## src/rtl/axi4_lite_pkg.sv

```systemverilog
// Shared definitions for the AXI4-Lite write path: bus widths, FSM encoding
// and the queued command record.
package axi4_lite_pkg;

   localparam int AXI_ADDR_W = 32;
   localparam int AXI_DATA_W = 32;

   localparam logic [1:0] ST_IDLE  = 2'b01;
   localparam logic [1:0] ST_ISSUE = 2'b10;

   typedef struct packed {
      logic [AXI_ADDR_W-1:0] addr;
      logic [AXI_DATA_W-1:0] data;
   } wr_cmd_t;

endpackage

```

## src/rtl/sync_fifo.sv

```systemverilog
// Single-clock FIFO with first-word-fall-through output; push is ignored when
// full and pop is ignored when empty.
module sync_fifo #(
   parameter int WIDTH = 64,
   parameter int DEPTH = 8
) (
   input  logic                     clk,
   input  logic                     arst_n,
   input  logic                     push,
   input  logic                     pop,
   input  logic [WIDTH-1:0]         din,
   output logic [WIDTH-1:0]         dout,
   output logic                     full,
   output logic                     empty,
   output logic [$clog2(DEPTH):0]   count
);

   localparam int AW = $clog2(DEPTH);

   logic [WIDTH-1:0] mem [DEPTH];
   logic [AW-1:0]    wr_ptr_reg;
   logic [AW-1:0]    rd_ptr_reg;
   logic [AW:0]      count_reg;
   logic             do_push;
   logic             do_pop;

   assign do_push = push & ~full;
   assign do_pop  = pop & ~empty;

   // Pointers wrap naturally because DEPTH is a power of two.
   always_ff @(posedge clk or negedge arst_n) begin
      if (!arst_n) begin
         wr_ptr_reg <= '0;
         rd_ptr_reg <= '0;
         count_reg  <= '0;
      end else begin
         if (do_push) wr_ptr_reg <= wr_ptr_reg + 1'b1;
         if (do_pop)  rd_ptr_reg <= rd_ptr_reg + 1'b1;
         case ({do_push, do_pop})
            2'b10:   count_reg <= count_reg + 1'b1;
            2'b01:   count_reg <= count_reg - 1'b1;
            default: count_reg <= count_reg;
         endcase
      end
   end

   always_ff @(posedge clk) begin
      if (do_push) mem[wr_ptr_reg] <= din;
   end

   assign dout  = mem[rd_ptr_reg];
   assign full  = (count_reg == (AW+1)'(DEPTH));
   assign empty = (count_reg == '0);
   assign count = count_reg;

endmodule

```

## src/rtl/axi4_lite_wr_queue.sv

```systemverilog
// Queues configuration writes and feeds them one at a time to the AXI4-Lite
// write master, counting completions and flagging stalled writes.
module axi4_lite_wr_queue
   import axi4_lite_pkg::*;
#(
   parameter int DEPTH   = 8,
   parameter int TIMEOUT = 1024
) (
   input  logic                    clk,
   input  logic                    arst_n,
   input  logic [AXI_ADDR_W-1:0]   cmd_addr,
   input  logic [AXI_DATA_W-1:0]   cmd_data,
   input  logic                    cmd_valid,
   output logic                    cmd_ready,
   output logic [AXI_ADDR_W-1:0]   wr_addr,
   output logic [AXI_DATA_W-1:0]   wr_data,
   output logic                    wr_valid,
   input  logic                    wr_ready,
   output logic [$clog2(DEPTH):0]  level,
   output logic                    busy,
   output logic [15:0]             done_cnt,
   output logic                    timeout_err,
   input  logic                    err_clr
);

   localparam int TO_W = $clog2(TIMEOUT + 2);
   localparam logic [TO_W-1:0] TO_MAX = TO_W'(TIMEOUT);

   logic [1:0]            state_reg;
   logic [AXI_ADDR_W-1:0] wr_addr_reg;
   logic [AXI_DATA_W-1:0] wr_data_reg;
   logic                  wr_valid_reg;
   logic [15:0]           done_cnt_reg;
   logic [TO_W-1:0]       to_cnt_reg;
   logic                  timeout_err_reg;

   wr_cmd_t fifo_dout;
   wr_cmd_t fifo_din;
   logic    fifo_full;
   logic    fifo_empty;
   logic    push;
   logic    load;
   logic    complete;
   logic    to_set;

   assign fifo_din = '{addr: cmd_addr, data: cmd_data};
   assign push     = cmd_valid & cmd_ready;
   assign complete = (state_reg == ST_ISSUE) & wr_ready;
   // Next command loads either from IDLE or on the completing edge, so wr_valid
   // never carries a stale command past wr_ready.
   assign load     = ~fifo_empty & ((state_reg == ST_IDLE) | complete);
   assign to_set   = (TIMEOUT != 0) && (state_reg == ST_ISSUE) && !wr_ready
                     && (to_cnt_reg == TO_W'(TIMEOUT - 1));

   sync_fifo #(
      .WIDTH ($bits(wr_cmd_t)),
      .DEPTH (DEPTH)
   ) u_fifo (
      .clk    (clk),
      .arst_n (arst_n),
      .push   (push),
      .pop    (load),
      .din    (fifo_din),
      .dout   (fifo_dout),
      .full   (fifo_full),
      .empty  (fifo_empty),
      .count  (level)
   );

   always_ff @(posedge clk or negedge arst_n) begin
      if (!arst_n) begin
         state_reg       <= ST_IDLE;
         wr_addr_reg     <= '0;
         wr_data_reg     <= '0;
         wr_valid_reg    <= 1'b0;
         done_cnt_reg    <= '0;
         to_cnt_reg      <= '0;
         timeout_err_reg <= 1'b0;
      end else begin
         if (load) begin
            wr_addr_reg  <= fifo_dout.addr;
            wr_data_reg  <= fifo_dout.data;
            wr_valid_reg <= 1'b1;
            state_reg    <= ST_ISSUE;
         end else if (complete) begin
            wr_valid_reg <= 1'b0;
            state_reg    <= ST_IDLE;
         end

         if (complete) done_cnt_reg <= done_cnt_reg + 16'd1;

         if (load)
            to_cnt_reg <= '0;
         else if ((state_reg == ST_ISSUE) && (to_cnt_reg != TO_MAX))
            to_cnt_reg <= to_cnt_reg + 1'b1;

         // A new timeout in the same cycle as err_clr keeps the flag set.
         if (to_set)
            timeout_err_reg <= 1'b1;
         else if (err_clr)
            timeout_err_reg <= 1'b0;
      end
   end

   assign cmd_ready   = ~fifo_full;
   assign busy        = wr_valid_reg | ~fifo_empty;
   assign wr_addr     = wr_addr_reg;
   assign wr_data     = wr_data_reg;
   assign wr_valid    = wr_valid_reg;
   assign done_cnt    = done_cnt_reg;
   assign timeout_err = timeout_err_reg;

endmodule

```

## config.mk

```make
export PLATFORM = sky130hd
export DESIGN_NAME = axi4_lite_wr_queue
export DESIGN_NICKNAME = d
export VERILOG_FILES = /design/src/rtl/axi4_lite_pkg.sv /design/src/rtl/sync_fifo.sv /design/src/rtl/axi4_lite_wr_queue.sv
export SDC_FILE = /design/constraint.sdc
export NUM_CORES = 1
export LEC_CHECK = 0
export ABC_AREA = 1
export CORE_ASPECT_RATIO = 1.4
export CORE_UTILIZATION = 30
export CTS_BUF_LIST = sky130_fd_sc_hd__clkbuf_4 sky130_fd_sc_hd__clkbuf_8
export DETAILED_ROUTE_END_ITERATION = 16
export PLACE_DENSITY = 0.49
export SKIP_LAST_GASP = 1
export SYNTH_ARGS = -nofsm -noshare
export SYNTH_HDL_FRONTEND = slang
export SYNTH_SLANG_ARGS = --single-unit
```

## constraint.sdc

```tcl
create_clock -name clk -period 5.6 [get_ports clk]
set_input_delay 1.12 -clock clk [delete_from_list [all_inputs] [get_ports clk]]
set_output_delay 1.12 -clock clk [all_outputs]
set_load 0.05 [all_outputs]
```

Yosys cells after proc, flatten, opt, wreduce, memory -nomap -nowiden:

Memories as Yosys holds them, arrays and structs flattened. A register that Yosys moved wholly into a read port is not among the register bits.
Index checks and enable logic that the tools add are counted.

* bits of input ports: 69
* register bits after elaboration: 41
* RAM bits: 512
* output and inout bits: 88
* logic and storage cells: 52
* memories: 1

* bitwise operators: 9
* reduce and logical (&&, ||, !) cells: 10
* eq/ne operators: 7
* $add $sub $neg: 6
* multiplexer cells: 11

Memories
* u_fifo.mem: words 8, bits a word 64, read ports 1, clocked after Yosys merged registers in 1, wr ports 1, RTL line sync_fifo.sv:20 `logic [WIDTH-1:0] mem [DEPTH];`

Operators with widths (number)
* 11-bit 2-to-1 mux: 2
* 16-bit by 1-bit adder with 16-bit output (second input constant): 1
* 11-bit by 1-bit adder with 11-bit output (second input constant): 1
* 11-bit by 10-bit equality test with 1-bit output (second input constant): 1
* 11-bit != test (second input constant): 1
* 4-bit case mux with 2 select lines: 1
* 2-bit nonzero test: 4
* 3-bit by 1-bit adder with 3-bit output (second input constant): 2
* 1-bit 2-to-1 mux: 6
* 1-bit bitwise AND: 5
* 4-bit by 1-bit adder with 4-bit output (second input constant): 1
* 2-bit by 1-bit equality test with 1-bit output (second input constant): 2
* 2-bit equality test (second input constant): 2
* 4-bit equality test (second input constant): 1
* 4-bit logical NOT: 1
* 2-bit 2-to-1 mux: 2
* 4-bit by 1-bit subtractor with 4-bit output (second input constant): 1
* 1-bit logical AND: 3
* 1-bit logical NOT: 2
* 1-bit NOT: 2
* 1-bit OR: 2

Logic depth before layout (Yosys ltp):

Gate-level depths: netlist (run 1).

* depth after elaboration: 7
* depth in mapped cells: 15
* gate-level depth less buffers: 14

Hierarchy:

Synthesis (run 1) repeated with hierarchy kept, for this count alone.

* cell total of the unflattened synthesis: 2815
* area total of the unflattened synthesis: 26920.8 µm²

By module, submodules not included
* sync_fifo: cells each 2292, seq. area each 15625.0 µm², area each 22649.2 µm², instances 1
* axi4_lite_wr_queue: cells each 523, seq. area each 2353.5 µm², area each 4271.6 µm², instances 1

Worst setup path before layout (run 1):

OpenSTA, ideal clock, no wires.

* kind: reg2reg
* start: reg u_fifo.count_reg[0], in the netlist u_fifo.count[0]
* end: mem u_fifo.mem[0][0], enable pin
* period minus slack after synthesis: 4969 ps
* setup slack: 631 ps
* arrival time: 4483 ps
* stages on the path, launching flop included: 6
* buffers on the path: 0
* cell sequence: dfrtp_1 > nor2_1 > nand3b_1 > nand2_1 > or2_2 > nor2_1

* longest elaborated chain between the ends: 6

Ends and longest elaborated chain
* start, declared: RTL line sync_fifo.sv:23 `logic [AW:0] count_reg;`
* start signal, assigned: RTL line sync_fifo.sv:40 `2'b10: count_reg <= count_reg + 1'b1;`
* start signal, assigned: RTL line sync_fifo.sv:41 `2'b01: count_reg <= count_reg - 1'b1;`
* start signal, assigned: RTL line sync_fifo.sv:42 `default: count_reg <= count_reg;`
* 4-bit equality test (*): RTL line sync_fifo.sv:52 `assign full = (count_reg == (AW+1)'(DEPTH));`
* 1-bit NOT (*): RTL line axi4_lite_wr_queue.sv:105 `assign cmd_ready = ~fifo_full;`
* via cmd_ready: RTL line axi4_lite_wr_queue.sv:14 `output logic cmd_ready,`
* 1-bit bitwise AND: RTL line axi4_lite_wr_queue.sv:47 `assign push = cmd_valid & cmd_ready;`
* 1-bit bitwise AND (*): RTL line sync_fifo.sv:27 `assign do_push = push & ~full;`
* 1-bit 2-to-1 mux (*): RTL line sync_fifo.sv:48 `if (do_push) mem[wr_ptr_reg] <= din;`
* 1-bit 2-to-1 mux (not written as such) (*): RTL line sync_fifo.sv:48
* end, declared: RTL line sync_fifo.sv:20

Mark *: on every way through the listed nets, which the timed path passes. The rest lies on a longest branch.

Final worst setup path (run 1):

* start: reg u_fifo.count_reg[0], in the netlist u_fifo.count[0]
* end: out cmd_ready

* longest elaborated chain between the ends: 2

Ends and longest elaborated chain (RTL line)
* 4-bit equality test: sync_fifo.sv:52
* 1-bit NOT: axi4_lite_wr_queue.sv:105
* end, declared: axi4_lite_wr_queue.sv:14

No other way between the ends.

==> results of run 1 <==
-- cell families after synthesis --
logic type,count (synthesis)
simple gates,903
flops,616
compound gates,337
buf+inv,153
xor+xnor,15
fa+ha+maj,9
-- cell usage after synthesis --
| cell | instances |
|---|---|
| ha_1 | 8 |
| o21ai_1 | 72 |
| nor3_1 | 1 |
| buf_6 | 18 |
| edfxtp_1 | 512 |
| nand2_4 | 1 |
| o21ai_0 | 198 |
| inv_2 | 3 |
| buf_1 | 9 |
| dfstp_2 | 1 |
| xnor2_1 | 5 |
| o211ai_1 | 64 |
| clkbuf_1 | 52 |
| nand3b_1 | 4 |
| nand2_1 | 240 |
| a21oi_1 | 1 |
| and2_1 | 1 |
| o21bai_1 | 2 |
| nand2_2 | 1 |
| or2_2 | 2 |
| nand3_1 | 146 |
| nand4_1 | 11 |
| dfrtp_1 | 103 |
| xor2_1 | 10 |
| inv_1 | 36 |
| fa_1 | 1 |
| clkbuf_2 | 3 |
| nor2_1 | 491 |
| nor2_2 | 5 |
| buf_4 | 4 |
| buf_2 | 28 |
-- metrics by stage --
stage / area [um2] / hold slack, ns
after floorplan: 24500 / 0.475
after global placement: 27100 / 0.464
after detailed placement: 27100 / 0.465
after CTS: 29000 / 0.483
after global routing: 29000 / 0.502
final: 29000 / 0.477
-- metal layers --
metal | vias up | global-route usage (%) | wire length (um)
met4 | 16 | 5.84 | 1410
met2 | 425 | 26.6 | 32200
met3 | 104 | 3.19 | 3560
met1 | 7942 | 19.5 | 27700
met5 | - | 0 | 99
li1 | 7483 | - | -
-- critical path: stages (launching register included) --
cell             delay, ns
dfrtp_1               0.43
nor2_1                0.21
nand3b_1              0.17
clkdlybuf4s50_1       0.73
-- power by group through the flow --
stage / Sequential (mW) / Combinational (mW) / Clock, mW
6_report: 6.31 / 5.83 / 3.79
4_1_cts: 6.32 / 5.95 / 3.91
2_1_floorplan: 7.17 / 3.16 / 0
5_1_grt: 6.39 / 6.42 / 4.10
3_3_place_gp: 6.40 / 5.88 / 0
3_5_place_dp: 6.41 / 5.94 / 0
-- how the worst max path moves through the flow --
| stage | startpoint | endpoint | slack, ns | cells after the start |
|---|---|---|---|---|
| 5_1_grt | u_fifo.count[0] | cmd_ready | 2.09 | 3 |
| 3_3_place_gp | wr_ready | u_fifo.count[3] | 1.69 | 13 |
| 4_1_cts | u_fifo.count[0] | cmd_ready | 2.14 | 3 |
| 2_1_floorplan | u_fifo.count[0] | u_fifo.mem[0][0] | 0.63 | 5 |
| 3_5_place_dp | wr_ready | to_cnt_reg[10] | 1.72 | 9 |
| 6_report | u_fifo.count[0] | cmd_ready | 2.25 | 3 |
-- area by class of cell --
| cell class | count | area (um2) | area share [%] |
|---|---|---|---|
| antenna | 4 | 10.0 | 0.0345 |
| clock buffer | 144 | 1750 | 6.03 |
| clock inverter | 33 | 181 | 0.625 |
| inverter | 39 | 163 | 0.560 |
| multi-input combinational | 1264 | 5810 | 20.0 |
| sequential | 616 | 18000 | 61.9 |
| tap | 1062 | 1330 | 4.57 |
| timing repair buffer | 179 | 1810 | 6.23 |
==> results.sh, run 1 <==
export IMPL_ys_seq_elements=616
export IMPL_combinationalPowerShare_pct=36.6
export IMPL_synth_area_leader_cell="edfxtp_1"
export IMPL_seqPwrFrac_pct=39.6
export IMPL_ctsRootBufferMaster="clkbuf_8"
export IMPL_fmax_mhz=298
export IMPL_crit_fanout=4
export IMPL_switching_share_pct=40.0
export IMPL_status="finished clean"
export IMPL_die_y_um=340
export IMPL_synth_top_cells_by_area="edfxtp_1 63%, dfrtp_1 11%, nor2_1 7.5%"
export IMPL_drv_slew=0
export IMPL_synth_compound_area_share_pct=7.56
export IMPL_synth_top_family_by_area="simple AND/OR/NAND/NOR gates"
export IMPL_drtPass1Iterations=6
export IMPL_rsz0062_at_grt="false"
export IMPL_final_cell_mix="512 x edfxtp_1, 483 x nor2_1, 240 x nand2_1"
export IMPL_setup_viol=0
export IMPL_post_dp_hpwl_um=33100
export IMPL_routed_wl_um=64900
export IMPL_cap_violations=0
export IMPL_antenna_found_initial=11
export IMPL_cts_resized=0
export IMPL_drive_above_1_share_pct=9.27
export IMPL_ys_seq_area_share_pct=73.4
export IMPL_synth_simple_gate_area_share_pct=14.9
export IMPL_synth_adder_area_share_pct=0.490
export IMPL_dieArea_um2=82800
export IMPL_reg2reg_from="u_fifo.rd_ptr_reg[0]"
export IMPL_grt_usage_pct=15.6
export IMPL_fill_cells=7845
export IMPL_ant_nets=0
export IMPL_worstMarginPinSlew_ns=1.25
export IMPL_synthCells=2033
export IMPL_leakagePower_nw=10.2
export IMPL_synth_xor_xnor_area_share_pct=0.536
export IMPL_p_per_area_nw_per_um2=548
export IMPL_instances_no_fill=3341
export IMPL_worst_setup_path_end_kind="output port"
export IMPL_die_w_um=243
export IMPL_rr_worst_depth=8
export IMPL_gp_congestion=0.779
export IMPL_post_route_period_util_pct=59.9
export IMPL_tns_ns=0
export IMPL_yosysWarnings=0
export IMPL_final_setup_worst_slack_ns=2.25
export IMPL_start_kind="flop"
export IMPL_cts_setup_buffers=0
export IMPL_grt_pass1_wl_um=98000
export IMPL_route_detailed_drc=0
export IMPL_drt_iter0_drc=1159
export IMPL_fin_util_pct=36.0
export IMPL_holdPathStages=2
export IMPL_avgSynthCellArea_um2=12.0
export IMPL_synthDistinctLibCells=31
export IMPL_synth_nets=2111
export IMPL_viasPerCell=4.78
export IMPL_internal_power_mw=9.57
export IMPL_worstHoldPathType="reg2reg"
export IMPL_whs_endpoint="wr_addr[26]"
export IMPL_clockBufferDepth=3
export IMPL_rrSetupSlack_ns=2.69
export IMPL_power_frac_clock_pct=23.8
export IMPL_synth_top_area_share_pct=62.8
export IMPL_critical_path_class="reg2out"
export IMPL_area_growth_pct=18.6
export IMPL_p_sw_mw=6.37
export IMPL_slew_headroom_pct=16.6
export IMPL_grt_max_degree=194
export IMPL_syn_area_um2=24500
export IMPL_ir_worst_vdd_v=0.000465
export IMPL_worstHoldStart="wr_addr[26]"
export IMPL_wire_per_inst_um=19.4
export IMPL_cts_made_buffers=96
export IMPL_grt_pass1_vias=15900
export IMPL_cts_sinks=616
export IMPL_postCtsHoldBufs=0
export IMPL_r2r_end="wr_addr[31]"
export IMPL_place_ws_ns=1.72
export IMPL_synth_mux_area_share_pct=0
export IMPL_clk_insertion_delay_late_ns=0.69
export IMPL_rows=123
export IMPL_critPathRequiredTime_ns=4.48
export IMPL_start_util_pct=30.4
export IMPL_overflow=0
export IMPL_final_setup_skew_ns=0.0256
export IMPL_period_needed_ns=3.35
export IMPL_layout_commonest_cell="edfxtp_1"
export IMPL_layout_nets=2274
export IMPL_coreArea_um2=80600
export IMPL_clkSlewWorstSetupHoldPaths_ns=0.06
export IMPL_dp_cells=3160
export IMPL_largest_reg_flops=512
export IMPL_hold_viol=0
export IMPL_htree_num_levels=3
export IMPL_pin_count=157
export IMPL_power_mw=15.9
export IMPL_cts_tree="done"
export IMPL_port_buffers=156
export IMPL_cp_arrival_ns=2.23
export IMPL_num_vias=16000
Note: power is estimated with default switching activity, not from simulation.
==> inputs of run 2 (changes only) <==
Settings changed: PLACE_DENSITY 0.49 to 0.51.
Clock period 5.6 ns to 2.9 ns, I/O delays scaled along.
==> results.sh, run 2 (synthesis results as in run 1) <==
export IMPL_tns_ns=0
export IMPL_ctsRootBufferMaster="clkbuf_8"
export IMPL_routed_top_layer="met5"
export IMPL_area_growth_pct=20.7
export IMPL_internal_power_mw=19.2
export IMPL_route_detailed_drc=0
export IMPL_die_w_um=243
export IMPL_layout_commonest_cell="edfxtp_1"
export IMPL_grt_max_degree=147
export IMPL_post_dp_hpwl_um=35800
export IMPL_critPathRequiredTime_ns=2.32
export IMPL_seqPwrFrac_pct=38.7
export IMPL_rows=123
export IMPL_ant_nets=0
export IMPL_largest_reg_flops=512
export IMPL_status="finished clean"
export IMPL_clkSlewWorstSetupHoldPaths_ns=0.06
export IMPL_antenna_found_initial=7
export IMPL_die_y_um=340
export IMPL_drive_above_1_share_pct=10.6
export IMPL_leakagePower_nw=10.5
export IMPL_layout_nets=2296
export IMPL_start_util_pct=30.4
export IMPL_start_kind="flop"
export IMPL_cts_made_buffers=98
export IMPL_worstHoldPathType="in2async"
export IMPL_period_needed_ns=2.70
export IMPL_post_route_period_util_pct=93.0
export IMPL_power_frac_clock_pct=24.4
export IMPL_num_vias=15900
export IMPL_coreArea_um2=80600
export IMPL_critPathTopFamily="buffers and inverters"
export IMPL_worst_setup_path_end_kind="output port"
export IMPL_cap_violations=0
export IMPL_wl_met3_um=2720
export IMPL_gp_congestion=0.789
export IMPL_clk_insertion_delay_late_ns=0.69
export IMPL_slowest_delay_ns=0.72
export IMPL_clockBufferDepth=3
export IMPL_wl_met2_um=32800
export IMPL_path_cells="nor2_2 -> nand3b_1 -> clkdlybuf4s50_1"
export IMPL_hold_ws_ns=0.452
export IMPL_final_cell_mix="512 x edfxtp_1, 482 x nor2_1, 238 x nand2_1"
export IMPL_critical_path_class="reg2out"
export IMPL_rsz0062_at_grt="false"
export IMPL_cts_resized=0
export IMPL_cts_tree="done"
export IMPL_drtPass1Iterations=5
export IMPL_drt_iter0_drc=1032
export IMPL_overflow=0
export IMPL_pin_count=157
export IMPL_drv_slew=0
export IMPL_switching_share_pct=39.0
export IMPL_setup_viol=0
export IMPL_reg2reg_from="state_reg[1]"
export IMPL_htree_num_levels=3
export IMPL_p_per_area_nw_per_um2=1060
export IMPL_p_sw_mw=12.3
export IMPL_cp_slowest_cell="clkdlybuf4s50_1"
export IMPL_grt_usage_pct=15.5
export IMPL_viasPerCell=4.74
export IMPL_grt_pass1_vias=16100
export IMPL_wire_per_inst_um=19.0
export IMPL_worstMarginPinSlew_ns=1.02
export IMPL_dieArea_um2=82800
export IMPL_combinationalPowerShare_pct=36.9
export IMPL_rr_worst_depth=14
export IMPL_fmax_mhz=371
export IMPL_grt_pass1_wl_um=98000
export IMPL_crit_buf_inv=1
export IMPL_slew_headroom_pct=31.8
export IMPL_cp_arrival_ns=2.12
export IMPL_port_buffers=156
export IMPL_final_setup_skew_ns=0.0275
export IMPL_rrSetupSlack_ns=0.63
export IMPL_crit_fanout=4
export IMPL_ir_worst_vdd_v=0.000700
export IMPL_hold_viol=0
export IMPL_m1WireLength_um=27000
export IMPL_routed_wl_um=64000
export IMPL_r2r_end="u_fifo.count[3]"
export IMPL_cts_sinks=616
-- run 2: changes by cell type in the layout (fill, tap and decap cells not counted), moves of 4 or more --
cell      delta
dfrtp_2      +4
clkbuf_4    +13
clkinv_2    -10
clkinv_1     -5
dfrtp_1      -4
buf_12      +18
-- run 2: final cells by class --
cell class | instances | area, um2
Clock buffer | 159 | 1880
Multi-Input combinational cell | 1264 | 5820
Tap cell | 1062 | 1330
Inverter | 39 | 163
Antenna cell | 3 | 7.51
Fill cell | 7868 | 51100
Clock inverter | 20 | 173
Sequential cell | 616 | 18000
Timing Repair Buffer | 199 | 2190
-- run 2: metrics by stage --
stage               instance area, um2  total power [mW]  utilization (%)  cells  setup slack, ns
CTS                              29500              32.0             36.6   3359            0.106
floorplan                        24600              19.9                -   2033         -0.00951
global route                     29600              33.4             36.6   3362           0.0806
global placement                 27500              24.0             34.1   3179            0.178
detailed placement               27500              24.2             34.1   3179            0.193
finish                           29600              31.4             36.6   3362            0.203
-- run 2: power groups by stage --
stage	Clock [mW]	Sequential [mW]	Combinational, mW
floorplan	0	13.8	6.18
global placement	0	12.3	11.6
detailed placement	0	12.3	11.8
CTS	7.93	12.2	11.8
global route	8.31	12.3	12.8
finish	7.69	12.2	11.6
-- run 2: worst max-delay path by stage --
stage,from,end,depth (start not counted)
after floorplan,u_fifo.count[0],u_fifo.mem[0][0],5
after global placement,wr_ready,u_fifo.count[3],13
after detailed placement,wr_ready,to_cnt_reg[5],7
after CTS,u_fifo.count[0],cmd_ready,3
after global routing,u_fifo.count[0],cmd_ready,3
final,u_fifo.count[0],cmd_ready,3
-- run 2: per-layer routing --
metal  global-route usage, %  up-vias
li1                        -     7529
met1                    19.0     7912
met2                    27.2      384
met3                    2.66       95
met4                    5.45        8
met5                       0        -
-- run 2: timing repair --
action / CTS / global route
hold buffers: 1 / 0
endpoints found under the hold margin: 48 / 0
setup buffers: 0 / 0
